File: config.mk
export PLATFORM = sky130hd
export DESIGN_NAME = keypad_scanner_flat
export DESIGN_NICKNAME = d
export VERILOG_FILES = /design/src/rtl/keypad_pkg.sv /design/src/rtl/keypad_scanner_if.sv /design/src/rtl/onehot_enc.sv /design/src/rtl/keypad_scanner.sv /design/src/flat_wrapper.sv
export SDC_FILE = /design/constraint.sdc
export NUM_CORES = 1
export LEC_CHECK = 0
export BUFFER_PORTS_ARGS = -buffer_cell sky130_fd_sc_hd__buf_2
export CAP_MARGIN = 15
export CORE_ASPECT_RATIO = 0.8
export CORE_MARGIN = 2
export CORE_UTILIZATION = 52
export CTS_CLUSTER_SIZE = 14
export DETAILED_ROUTE_END_ITERATION = 8
export GPL_ROUTABILITY_DRIVEN = 0
export PLACE_DENSITY_LB_ADDON = 0.12
export SLEW_MARGIN = 10
export SYNTH_ARGS = -nofsm -noshare
export SYNTH_HDL_FRONTEND = slang
export SYNTH_HIERARCHICAL = 1
export SYNTH_SLANG_ARGS = --single-unit
File: constraint.sdc
create_clock -name clk -period 1.9 [get_ports clk]
set_input_delay 0.285 -clock clk [delete_from_list [all_inputs] [get_ports clk]]
set_output_delay 0.285 -clock clk [all_outputs]
set_load 0.005 [all_outputs]
File: src/rtl/keypad_pkg.sv
// Purpose: shared FSM state encoding and width helper for the keypad scanner.
// Latency: none, declarations only.
// Backpressure: none.
// Contents: state_e (scanner FSM states), kp_width() (bits needed to index n items).
package keypad_pkg;

    typedef enum logic [1:0] {
        ST_SCAN     = 2'd0,
        ST_DEBOUNCE = 2'd1,
        ST_HELD     = 2'd2,
        ST_RELEASE  = 2'd3
    } state_e;

    // Bits needed to hold values 0..n-1, never less than one bit.
    function automatic int kp_width(input int n);
        return (n <= 2) ? 1 : $clog2(n);
    endfunction

endpackage

File: src/rtl/keypad_scanner_if.sv
// Purpose: key event bundle from the scanner to its consumer.
// Latency: none, wires only.
// Backpressure: none; key_valid is a one-cycle pulse the consumer must catch.
// Signals: key_code (row*COLS+col), key_valid (accept pulse), key_held (key down level).
interface keypad_scanner_if #(
    parameter int ROWS = 4,
    parameter int COLS = 4
);
    import keypad_pkg::*;

    localparam int KW = kp_width(ROWS * COLS);

    logic [KW-1:0] key_code;
    logic          key_valid;
    logic          key_held;

    modport master (output key_code, key_valid, key_held);
    modport slave  (input  key_code, key_valid, key_held);

endinterface

File: src/rtl/onehot_enc.sv
// Purpose: one-hot to binary index encoder with a single-bit-set flag.
// Latency: combinational.
// Backpressure: none.
// Ports: in_vec (candidate one-hot), index (highest set bit), valid (exactly one bit set).
module onehot_enc #(
    parameter int WIDTH = 4,
    parameter int IW    = keypad_pkg::kp_width(WIDTH)
) (
    input  logic [WIDTH-1:0] in_vec,
    output logic [IW-1:0]    index,
    output logic             valid
);

    always_comb begin
        index = '0;
        for (int i = 0; i < WIDTH; i++) begin
            if (in_vec[i]) begin
                index = IW'(i);
            end
        end
    end

    // x & (x-1) clears the lowest set bit; zero result means at most one bit was set.
    assign valid = (in_vec != '0) && ((in_vec & (in_vec - WIDTH'(1))) == '0);

endmodule

File: src/rtl/keypad_scanner.sv
// Purpose: row-scanned matrix keypad decoder with debounce and single-key lockout.
// Latency: press to key_valid within (ROWS+DEB_CNT+1)*SCAN_DIV+3 cycles for a stable key.
// Backpressure: none; key_valid pulses once per accepted press, key_held shows key down.
// Ports: clk, rst_n (async active-low), col_in (raw columns), row_sel (one-hot row drive),
//        keys (master side: key_code, key_valid, key_held).
module keypad_scanner #(
    parameter int ROWS     = 4,
    parameter int COLS     = 4,
    parameter int SCAN_DIV = 1000,
    parameter int DEB_CNT  = 8
) (
    input  logic                clk,
    input  logic                rst_n,
    input  logic [COLS-1:0]     col_in,
    output logic [ROWS-1:0]     row_sel,
    keypad_scanner_if.master    keys
);
    import keypad_pkg::*;

    localparam int KW = kp_width(ROWS * COLS);
    localparam int RW = kp_width(ROWS);
    localparam int CW = kp_width(COLS);
    localparam int DW = kp_width(SCAN_DIV);
    localparam int NW = kp_width(DEB_CNT);

    localparam logic [1:0] S_SCAN     = ST_SCAN;
    localparam logic [1:0] S_DEBOUNCE = ST_DEBOUNCE;
    localparam logic [1:0] S_HELD     = ST_HELD;
    localparam logic [1:0] S_RELEASE  = ST_RELEASE;

    logic [COLS-1:0] col_m;
    logic [COLS-1:0] col_s;
    logic [DW-1:0]   div_cnt;
    logic [1:0]      state;
    logic [RW-1:0]   row_idx;
    logic [RW-1:0]   row_nxt;
    logic [COLS-1:0] col_cap;
    logic [NW-1:0]   deb_cnt;
    logic [CW-1:0]   enc_idx;
    logic            enc_vld;
    logic            sample;
    logic            col_zero;
    logic            col_same;
    logic            deb_done;
    logic            advance;

    onehot_enc #(.WIDTH(COLS), .IW(CW)) u_enc (
        .in_vec (col_s),
        .index  (enc_idx),
        .valid  (enc_vld)
    );

    // Sampling on the last slot cycle gives the row drive and synchroniser time to settle.
    assign sample   = (div_cnt == DW'(SCAN_DIV - 1));
    assign col_zero = (col_s == '0);
    assign col_same = (col_s == col_cap);
    assign deb_done = (deb_cnt == NW'(DEB_CNT - 1));
    assign row_nxt  = (row_idx == RW'(ROWS - 1)) ? '0 : row_idx + RW'(1);

    // Rows only move while scanning or when leaving a key; they stay frozen on the key row otherwise.
    assign advance = sample &&
                     (((state == S_SCAN)     && !enc_vld) ||
                      ((state == S_DEBOUNCE) && !col_same) ||
                      ((state == S_RELEASE)  && col_zero && deb_done));

    always_ff @(posedge clk or negedge rst_n) begin
        if (!rst_n) begin
            col_m <= '0;
            col_s <= '0;
        end else begin
            col_m <= col_in;
            col_s <= col_m;
        end
    end

    always_ff @(posedge clk or negedge rst_n) begin
        if (!rst_n) begin
            div_cnt <= '0;
        end else begin
            div_cnt <= sample ? '0 : div_cnt + DW'(1);
        end
    end

    always_ff @(posedge clk or negedge rst_n) begin
        if (!rst_n) begin
            row_idx <= '0;
            row_sel <= ROWS'(1);
        end else if (advance) begin
            row_idx <= row_nxt;
            row_sel <= ROWS'(1) << row_nxt;
        end
    end

    always_ff @(posedge clk or negedge rst_n) begin
        if (!rst_n) begin
            state          <= S_SCAN;
            col_cap        <= '0;
            deb_cnt        <= '0;
            keys.key_code  <= '0;
            keys.key_valid <= 1'b0;
            keys.key_held  <= 1'b0;
        end else begin
            keys.key_valid <= 1'b0;
            if (sample) begin
                case (state)
                    S_SCAN: begin
                        if (enc_vld) begin
                            col_cap <= col_s;
                            deb_cnt <= '0;
                            state   <= S_DEBOUNCE;
                        end
                    end
                    S_DEBOUNCE: begin
                        if (!col_same) begin
                            state <= S_SCAN;
                        end else if (deb_done) begin
                            // Row is still frozen and col_s equals the capture, so both index live.
                            keys.key_code  <= KW'(row_idx) * KW'(COLS) + KW'(enc_idx);
                            keys.key_valid <= 1'b1;
                            keys.key_held  <= 1'b1;
                            state          <= S_HELD;
                        end else begin
                            deb_cnt <= deb_cnt + NW'(1);
                        end
                    end
                    S_HELD: begin
                        // Any other key on this row keeps us here: single-key lockout.
                        if (col_zero) begin
                            deb_cnt <= '0;
                            state   <= S_RELEASE;
                        end
                    end
                    S_RELEASE: begin
                        if (!col_zero) begin
                            state <= S_HELD;
                        end else if (deb_done) begin
                            keys.key_held <= 1'b0;
                            state         <= S_SCAN;
                        end else begin
                            deb_cnt <= deb_cnt + NW'(1);
                        end
                    end
                    default: state <= S_SCAN;
                endcase
            end
        end
    end

endmodule

File: src/flat_wrapper.sv
// flat-port wrapper written by rule: the top's interface ports become plain ports
module keypad_scanner_flat import keypad_pkg::*;
#(
    parameter int ROWS     = 4,
    parameter int COLS     = 4,
    parameter int SCAN_DIV = 1000,
    parameter int DEB_CNT  = 8
)
  (clk, rst_n, col_in, row_sel, keys_key_code, keys_key_valid, keys_key_held);
  keypad_scanner_if #(.ROWS(ROWS), .COLS(COLS)) keys_i ();
  input  logic clk;
  input  logic rst_n;
  input  logic [COLS-1:0] col_in;
  output logic [ROWS-1:0] row_sel;
  output wire logic [$bits(keys_i.key_code)-1:0] keys_key_code;
  output wire logic [$bits(keys_i.key_valid)-1:0] keys_key_valid;
  output wire logic [$bits(keys_i.key_held)-1:0] keys_key_held;
  assign keys_key_code = keys_i.key_code;
  assign keys_key_valid = keys_i.key_valid;
  assign keys_key_held = keys_i.key_held;
  keypad_scanner #(.ROWS(ROWS), .COLS(COLS), .SCAN_DIV(SCAN_DIV), .DEB_CNT(DEB_CNT)) u_core (.clk(clk), .rst_n(rst_n), .col_in(col_in), .row_sel(row_sel), .keys(keys_i));
endmodule
==> out/metrics.csv, run 1 <==
metric;value;unit
grt_use_total;0.2134;
clockPowerShare;0.378;
max_stage_delay;0.53;ns
worst_setup_path_start_kind;register;
rr_worst_depth;6;
cts_tree;yes;
synth_ff_type;dfrtp_1;
num_rows;18;
grt_max_degree;40;
slew_headroom;0.6360;
slowest_stage;or4b_4;
clock_skew;0.006769;ns
first_pass_iters;4;
worstMarginPinSlew;0.5447;ns
detail_route.iter0.violations;29;
status;finished with violations;
slew_violations;0;
clockRootBuffer;clkbuf_8;
maxCapViolCount;0;
io_buffers;15;
power;0.001489;W
cellPowerDensity;639.1;nW/µm²
dpl.hpwl;2.451;mm
drive_above_1_share;0.4456;
pin_count;16;
reg2reg_to;u_core/row_sel[3]$_DFFE_PN0P_;
ys_ff_latch;39;
worstPathRequired;2.07;ns
vdd_drop_max;0.6141;mV
finalCritPeriodShare;1.142;
syn_nets;157;
layout.cells.non_filler;233;
numClockSinks;39;
place_ws;-0.1858;ns
max_freq;460.8;MHz
ctsLongestPathBuffers;2;
grt_pass1_vias;1314;
worstSetupPathType;register to register;
grt_setup_unrepaired;true;
wl_per_cell;15.90;µm
diodes;0;
endpoint;u_core/row_sel[3]$_DFFE_PN0P_;
layout_common_cells;38 x dfrtp_1, 26 x buf_4, 15 x buf_2;
crit_fanout;6;
synth_edf_count;0;
finalSetupTns;-2.269;ns
grt_pass1_wl;5.954;mm
power.share.switching;0.2149;
start_util;0.5552;
place_inst;222;
synth.yosys.seq_area_share;0.5583;
fin_nets;206;
hold_viol;0;
final_common_cell;dfrtp_1;
crit_start;u_core/col_s[2]$_DFF_PN0_;
syn_area;1750;µm²
cp.arrival;2.34;ns
async_flop_share;1.000;
pwr-share-seq;0.567;
power_leakage;1.141;nW
layout_min_cycle_time;2.170;ns
num-fill-cells;209;
r2r-start;u_core/col_s[2]$_DFF_PN0_;
area_growth;33.09;%
vias;1291;
ys_types;37;
internal_power;0.001169;W
dieArea;3849;µm²
synthCells;143;
clock_latency;0.29;ns
fp.dieH;55.90;µm
cts_hold_buffers;0;
crit_chain;or4b_4, o211ai_1, a21oi_2, a41o_1, o311ai_4, mux2_4;
clkTransAtPathRegs;0.07;ns
setup_viol;14;
via_per_inst;5.541;
utilization;0.7389;
violations;negative setup slack;
htreeDepth;2;
antenna_found_initial;0;
rrSetupSlack;-0.27;ns
power.switching;0.0003200;W
drc_errors;0;
die_w;68.87;µm
cts_buffers;5;
syn_avg_cell_area;12.24;µm²
ant_nets;0;
min_path_type;primary input to async pin;
gr-total-overflow;0;
ys.warnings.count;6;
drt-total-wl;3.705;mm
core-area;3153;µm²
final.setup.worst_slack;-0.2701;ns
comb_power_share;0.055;
end_kind;register;
[power by group through the flow]
stage / clock, W / sequential [W] / combinational, W
after global routing: 0.000609 / 0.000845 / 0.0000900
after floorplan: 0 / 0.000862 / 0.0000214
after global placement: 0 / 0.000859 / 0.0000635
final: 0.000563 / 0.000844 / 0.0000822
after CTS: 0.000576 / 0.000843 / 0.0000752
after detailed placement: 0 / 0.000860 / 0.0000659
[final cells by class]
class / instances / area (µm²) / area share
Multi-Input combinational cell: 96 / 884.6 / 0.3797
Sequential cell: 39 / 977.2 / 0.4194
Clock inverter: 1 / 5.005 / 0.002148
Inverter: 6 / 22.52 / 0.009667
Timing Repair Buffer: 44 / 304.0 / 0.1305
Clock buffer: 7 / 86.33 / 0.03706
Tap cell: 40 / 50.05 / 0.02148
[stage by stage]
step / hold slack [ns] / instance area [µm²]
after floorplan: -0.01059 / 1839
after global placement: 0.3319 / 2145
after detailed placement: 0.3378 / 2145
after CTS: 0.04801 / 2300
after global routing: 0.07936 / 2330
final: 0.03925 / 2330
[worst max-delay path: cells and delay by family, from the launching register on]
kind,cells,cell delay (ns)
DFF,1,0.42
AOI/OAI and AO/OA,4,0.76
and+or+nand+nor,1,0.53
muxes,1,0.35
[metal layers]
metal  wire length [µm]  up-vias  track usage
li1                   -      600            -
met1               1546      640       0.2628
met2               1954       42       0.3571
met3                139        9      0.04858
met4                 64        0      0.08403
met5                  0        -            0
[registers in the layout, summed over array words and instances, names as in the netlist, 2 cells and up]
name and flops:
u_core/deb_cnt 3, u_core/state 2, u_core/keys.key_code 4, u_core/row_idx 2
u_core/div_cnt 10, u_core/row_sel 4, u_core/col_m 4, u_core/col_s 4
u_core/col_cap 4
[synthesized netlist by cell type, types with 2 or more instances]
cell	count	area [µm²]
dfrtp_1	38	950.9
mux2_2	14	157.7
nor2_1	12	45.04
o21ai_0	9	45.04
xnor2_1	9	78.83
ha_1	8	100.1
nand2_1	7	26.28
inv_1	6	22.52
nand3_1	6	30.03
xor2_1	3	26.28
nand2b_1	2	12.51
nor3_1	2	10.01
or4_1	2	15.01
or4b_1	2	20.02
[kinds of logic after synthesis]
| logic type | share of synthesized area |
|---|---|
| xor+xnor | 0.06005 |
| buf+inv | 0.01786 |
| fa+ha+maj | 0.05719 |
| simple gates | 0.1444 |
| mux | 0.09006 |
| compound gates | 0.07220 |
| flops | 0.5583 |
[what timing repair did]
| item | CTS | global route |
|---|---|---|
| setup endpoints to repair | 14 | 20 |
| pin swaps | 8 | 7 |
| buffers inserted | 3 | 2 |
| gates resized for setup | 9 | 14 |
[how the worst min path moves through the flow]
stage	depth (start not counted)	endpoint	slack, ns
floorplan	0	u_core/col_cap[0]$_DFFE_PN0P_	-0.01
global placement	0	u_core/col_s[3]$_DFF_PN0_	0.33
detailed placement	0	u_core/col_s[0]$_DFF_PN0_	0.34
CTS	2	u_core/col_cap[2]$_DFFE_PN0P_	0.05
global route	2	u_core/col_cap[2]$_DFFE_PN0P_	0.08
finish	2	u_core/col_cap[2]$_DFFE_PN0P_	0.04
Power figures use the tool's default switching activity.
==> run 2, diff against run 1 <==
--- a/config.mk
+++ b/config.mk
@@ -5,16 +5,17 @@
 export SDC_FILE = /design/constraint.sdc
 export NUM_CORES = 1
 export LEC_CHECK = 0
+export ABC_AREA = 1
 export BUFFER_PORTS_ARGS = -buffer_cell sky130_fd_sc_hd__buf_2
 export CAP_MARGIN = 15
 export CORE_ASPECT_RATIO = 0.8
 export CORE_MARGIN = 2
-export CORE_UTILIZATION = 52
+export CORE_UTILIZATION = 53
 export CTS_CLUSTER_SIZE = 14
 export DETAILED_ROUTE_END_ITERATION = 8
 export GPL_ROUTABILITY_DRIVEN = 0
 export PLACE_DENSITY_LB_ADDON = 0.12
-export SLEW_MARGIN = 10
+export SLEW_MARGIN = 20
 export SYNTH_ARGS = -nofsm -noshare
 export SYNTH_HDL_FRONTEND = slang
 export SYNTH_HIERARCHICAL = 1
==> run 2 against run 1 <==
The run now ends clean. Total power down 2.6%. Critical path depth grew 5. Routed wire length fell by 6.2%. Largest cell class unchanged.
==> out/metrics.csv, run 2 <==
metric;value;unit
finalCritPeriodShare;0.9055;
cellPowerDensity;646.6;nW/µm²
critPathMostFrequentCell;nand2_1;
finalSetupTns;0;ns
numClockSinks;39;
htreeDepth;2;
syn_nets;244;
cp.arrival;1.90;ns
final_common_cell;nand2_1;
max_freq;581.3;MHz
pin_count;16;
crit_fanout;7;
synth.yosys.seq_area_share;0.4857;
io_buffers;15;
cts_tree;yes;
num-fill-cells;312;
cts_buffers;5;
cts_setup_buffers;0;
diodes;0;
yosysMostFrequentCell;nand2_1;
slew_violations;0;
clock_latency;0.29;ns
layout_min_cycle_time;1.720;ns
hold_viol;0;
core-area;3542;µm²
regArea;977.2;µm²
power_leakage;1.160;nW
antenna_found_initial;0;
synth_commonest_cells;68 x nand2_1, 38 x dfrtp_1, 25 x inv_1, 14 x nand3_1, 13 x nor2_1;
clock_skew;0.009459;ns
multi_input_area;878.3;µm²
crit_chain;inv_2, nand2_2, nand2_1, a21oi_1, inv_1, nand2_1, nand2_1, nor2_1, nand3_2, nand2_1, o21ai_1;
ys_ff_latch;39;
status;finished clean;
start_util;0.5680;
ctsLongestPathBuffers;2;
clkTransAtPathRegs;0.08;ns
path_delay_family;simple AND/OR/NAND/NOR gates;
vias;1462;
yosys.area.top_type;dfrtp_1;
grt_setup_unrepaired;false;
ys.warnings.count;6;
dieArea;4308;µm²
maxCapViolCount;0;
clockRootBuffer;clkbuf_8;
synth_top_area_frac;0.4726;
synth.area.top_cells;dfrtp_1 47%, nand2_1 13%, ha_1 5.0%;
fin_nets;267;
worstPathRequired;2.08;ns
worstSetupPathType;register to register;
num_rows;19;
grt_pass1_vias;1232;
slew_headroom;0.6900;
grt_pass1_wl;5.809;mm
place_inst;287;
largest_register_ffs;10;
detail_route.iter0.violations;74;
area_growth;11.44;%
layout_common_cells;68 x nand2_1, 38 x dfrtp_1, 25 x inv_1;
syn_area;2012;µm²
die_w;72.89;µm
min_path_type;primary input to register;
end_kind;register;
grt_max_degree;21;
layout.cells.non_filler;296;
async_flop_share;1.000;
max_stage_delay;0.50;ns
regMostFlops;u_core/div_cnt;
synth_ff_type;dfrtp_1;
gr-total-overflow;0;
synth_edf_count;0;
synthCells;230;
fp.dieH;59.11;µm
worstMarginPinSlew;0.4651;ns
drive_above_1_share;0.2402;
worst_setup_path_start_kind;register;
dpl.hpwl;2.554;mm
syn_avg_cell_area;8.748;µm²
cp_num_buf_inv;2;
first_pass_iters;5;
vdd_drop_max;0.5526;mV
slowest_stage;dfrtp_1;
drc_errors;0;
ys_types;33;
setup_viol;0;
drt-total-wl;3.474;mm
ant_nets;0;
wl_per_cell;11.74;µm
grt_use_total;0.1811;
via_per_inst;4.939;
==> run 2: changes by cell type after synthesis, sizes merged, moves of 3 or more <==
cell,before,now
nand2,7,73
a21oi,1,4
o21ai,9,13
xnor2,9,1
inv,6,33
mux2,14,0
nand3,6,20
nor2,12,21
==> run 2: final cells by class <==
type	instances	share of cell area
inverter	35	0.06138
timing repair buffer	18	0.05022
clock buffer	5	0.03069
multi-input combinational	154	0.3917
clock inverter	3	0.006696
sequential	39	0.4358
tap	42	0.02344
==> run 2: report_power, final <==
part           internal, W  switching (W)  leakage (nW)
Combinational    0.0000242      0.0000457         0.604
Sequential        0.000838     0.00000858         0.508
Clock             0.000251       0.000282        0.0477
==> run 2: worst register-to-register path, delay by kind of cell (launching register included) <==
family / cells / cell delay (ns)
AOI/OAI and AO/OA: 2 / 0.26
buffers and inverters: 2 / 0.12
and+or+nand+nor: 7 / 0.76
DFF: 1 / 0.50
==> run 2: stage by stage <==
stage	util	total power, W	instance area (µm²)	hold WS (ns)	setup slack [ns]
2_1_floorplan	-	0.0008958	2012	-0.01059	0.3234
3_3_place_gp	0.6065	0.0009315	2148	0.2669	0.2492
3_5_place_dp	0.6065	0.0009329	2148	0.2647	0.1907
4_1_cts	0.6330	0.001475	2242	0.09308	0.1657
5_1_grt	0.6330	0.001513	2242	0.08288	0.003178
6_report	0.6330	0.001450	2242	0.1040	0.1796
==> run 2: repair_timing <==
item                                    4_1_cts  5_1_grt
endpoints found under the setup margin        0        0
endpoints found under the hold margin        19        0
hold buffers                                  1        0
resized for setup                             0        0
==> run 2: logic make-up after synthesis <==
kind of cell | count (synthesis) | share of synthesized area
buffers and inverters | 37 | 0.07774
AO/OA/AOI/OAI | 19 | 0.04851
XOR/XNOR | 2 | 0.008708
adder cells (fa/ha/maj) | 8 | 0.04975
flip-flops | 39 | 0.4857
AND/OR/NAND/NOR | 125 | 0.3296
==> run 2: final timing paths <==
| kind | depth (start not counted) | slack, ns | to | from |
|---|---|---|---|---|
| min reg2reg | 0 | 0.35 | u_core/col_s[0]$_DFF_PN0_ | u_core/col_m[0]$_DFF_PN0_ |
| max | 11 | 0.18 | u_core/deb_cnt[1]$_DFFE_PN0P_ | u_core/col_s[2]$_DFF_PN0_ |
| min in group asynchronous | 2 | 0.48 | u_core/keys.key_code[0]$_DFFE_PN0P_ | rst_n |
| max reg2reg | 11 | 0.18 | u_core/deb_cnt[1]$_DFFE_PN0P_ | u_core/col_s[2]$_DFF_PN0_ |
| min | 1 | 0.10 | u_core/col_m[2]$_DFF_PN0_ | col_in[2] |
| max in group asynchronous | 3 | 0.89 | u_core/row_sel[0]$_DFFE_PN1P_ | rst_n |
==> run 2: metal layers <==
layer / part of all wire / global-route usage / routed length [µm]
met5: 0 / 0 / 0
met4: 0.0043 / 0.06349 / 15
met3: 0.054 / 0.05102 / 187
met2: 0.43 / 0.2584 / 1495
met1: 0.51 / 0.2645 / 1775
==> run 3, diff against run 2 <==
--- a/config.mk
+++ b/config.mk
@@ -14,6 +14,7 @@
 export CTS_CLUSTER_SIZE = 14
 export DETAILED_ROUTE_END_ITERATION = 8
 export GPL_ROUTABILITY_DRIVEN = 0
+export MAX_ROUTING_LAYER = met4
 export PLACE_DENSITY_LB_ADDON = 0.12
 export SLEW_MARGIN = 20
 export SYNTH_ARGS = -nofsm -noshare
==> run 3 against run 2 <==
Clock skew is essentially flat. Utilization is the same. Combinational power is essentially flat. Sequential power is essentially flat. Final cell count is the same. Flip-flop and latch count is the same. Clock-buffer cell count is the same. Total power grew 0.13%. Sequential share of layout area is the same.
==> out/metrics.csv, run 3 (synthesized netlist as in run 2, its figures left out) <==
metric;value;unit
gr-total-overflow;0;
vias;1460;
min_path_type;primary input to register;
drt-total-wl;3.460;mm
layout_min_cycle_time;1.714;ns
dieArea;4308;µm²
fin_nets;267;
use_met2;0.2584;
vdd_drop_max;0.5541;mV
worstSetupPathType;register to register;
hold_start;col_in[2];
io_buffers;15;
power_leakage;1.160;nW
largest_register_ffs;10;
ctsLongestPathBuffers;2;
cts_buffers;5;
crit_fanout;7;
antenna_found_initial;0;
grt_max_degree;21;
num-fill-cells;312;
num_rows;19;
grt_util_met1;0.2623;
drc_errors;0;
clock_skew;0.009730;ns
worstPathRequired;2.08;ns
detail_route.iter0.violations;70;
end_kind;register;
pin_count;16;
clock_latency;0.29;ns
grtUsageMet3;0.05102;
regArea;977.2;µm²
finalSetupTns;0;ns
grt_pass1_vias;1236;
regMostFlops;u_core/div_cnt;
hold_viol;0;
fp.dieH;59.11;µm
worstMarginPinSlew;0.4706;ns
grt_use_total;0.1859;
start_util;0.5680;
status;finished clean;
cp.arrival;1.90;ns
rrSetupSlack;0.19;ns
r2r-start;u_core/col_s[2]$_DFF_PN0_;
utilization;0.6330;
via_per_inst;4.932;
numClockSinks;39;
final_common_cell;nand2_1;
hold_end;u_core/col_m[2]$_DFF_PN0_;
reg2reg_to;u_core/deb_cnt[1]$_DFFE_PN0P_;
whs_path_depth;1;
slew_headroom;0.6863;
first_pass_iters;4;
htreeDepth;2;
top_usage_layer;met1;
max_freq;583.6;MHz
drive_above_1_share;0.2402;
cellPowerDensity;647.5;nW/µm²
clkTransAtPathRegs;0.08;ns
cts_resized;0;
slew_violations;0;
worst_setup_path_start_kind;register;
grt_setup_unrepaired;false;
wl_per_cell;11.69;µm
die_w;72.89;µm
area_growth;11.44;%
grt_pass1_wl;5.802;mm
finalCritPeriodShare;0.9019;
dpl.hpwl;2.554;mm
ant_nets;0;
layout_common_cells;68 x nand2_1, 38 x dfrtp_1, 25 x inv_1;
clockRootBuffer;clkbuf_8;
maxCapViolCount;0;
multi_input_area;878.3;µm²
rr_worst_depth;11;
core-area;3542;µm²
diodes;0;
cts_tree;yes;
setup_viol;0;
==> run 3: cell counts in the layout (fill, tap and decap cells not counted) <==
No cell type changed its count.
==> run 3: worst max-delay path: stages, from the launching register on <==
cell	delay, ns
dfrtp_1	0.50
inv_2	0.06
nand2_2	0.08
nand2_1	0.05
a21oi_1	0.20
inv_1	0.06
nand2_1	0.13
nand2_1	0.12
nor2_1	0.13
nand3_2	0.14
nand2_1	0.09
o21ai_1	0.06
==> run 3: worst max-delay path by stage <==
stage	to	startpoint	depth (start not counted)	slack, ns
CTS	u_core/deb_cnt[1]$_DFFE_PN0P_	u_core/col_s[2]$_DFF_PN0_	11	0.17
global placement	u_core/state[0]$_DFFE_PN0P_	u_core/col_s[2]$_DFF_PN0_	11	0.25
global route	u_core/deb_cnt[1]$_DFFE_PN0P_	u_core/col_s[2]$_DFF_PN0_	11	0.001
detailed placement	u_core/deb_cnt[1]$_DFFE_PN0P_	u_core/col_s[2]$_DFF_PN0_	11	0.19
finish	u_core/deb_cnt[1]$_DFFE_PN0P_	u_core/col_s[2]$_DFF_PN0_	11	0.19
floorplan	u_core/deb_cnt[0]$_DFFE_PN0P_	u_core/col_s[2]$_DFF_PN0_	11	0.32
==> run 3: through the flow <==
| step | hold WS (ns) | std cells | area, µm² | worst slack, ns | power, W |
|---|---|---|---|---|---|
| CTS | 0.09308 | 296 | 2242 | 0.1657 | 0.001475 |
| global route | 0.08288 | 296 | 2242 | 0.001295 | 0.001511 |
| detailed placement | 0.2647 | 287 | 2148 | 0.1907 | 0.0009329 |
| global placement | 0.2669 | 287 | 2148 | 0.2492 | 0.0009315 |
| finish | 0.1020 | 296 | 2242 | 0.1865 | 0.001452 |
| floorplan | -0.01059 | 230 | 2012 | 0.3234 | 0.0008958 |
==> run 3: metal layers <==
layer / wire [µm] / up-vias
li1: - / 764
met1: 1779 / 652
met2: 1455 / 40
met3: 189 / 4
met4: 35 / 0
met5: 0 / -
==> run 3: layout make-up <==
type,instances,area share
multi-input combinational,154,0.3917
clock buffer,5,0.03069
clock inverter,3,0.006696
inverter,35,0.06138
tap,42,0.02344
timing repair buffer,18,0.05022
sequential,39,0.4358
==> run 3: timing repair <==
| item | CTS | global route |
|---|---|---|
| hold endpoints to repair | 19 | 0 |
| hold buffers | 1 | 0 |
| setup buffers | 0 | 0 |
| endpoints found under the setup margin | 0 | 0 |
==> run 3: power by group <==
group	switching [W]	internal, W
Sequential	0.00000858	0.000838
Clock	0.000284	0.000251
Combinational	0.0000457	0.0000242
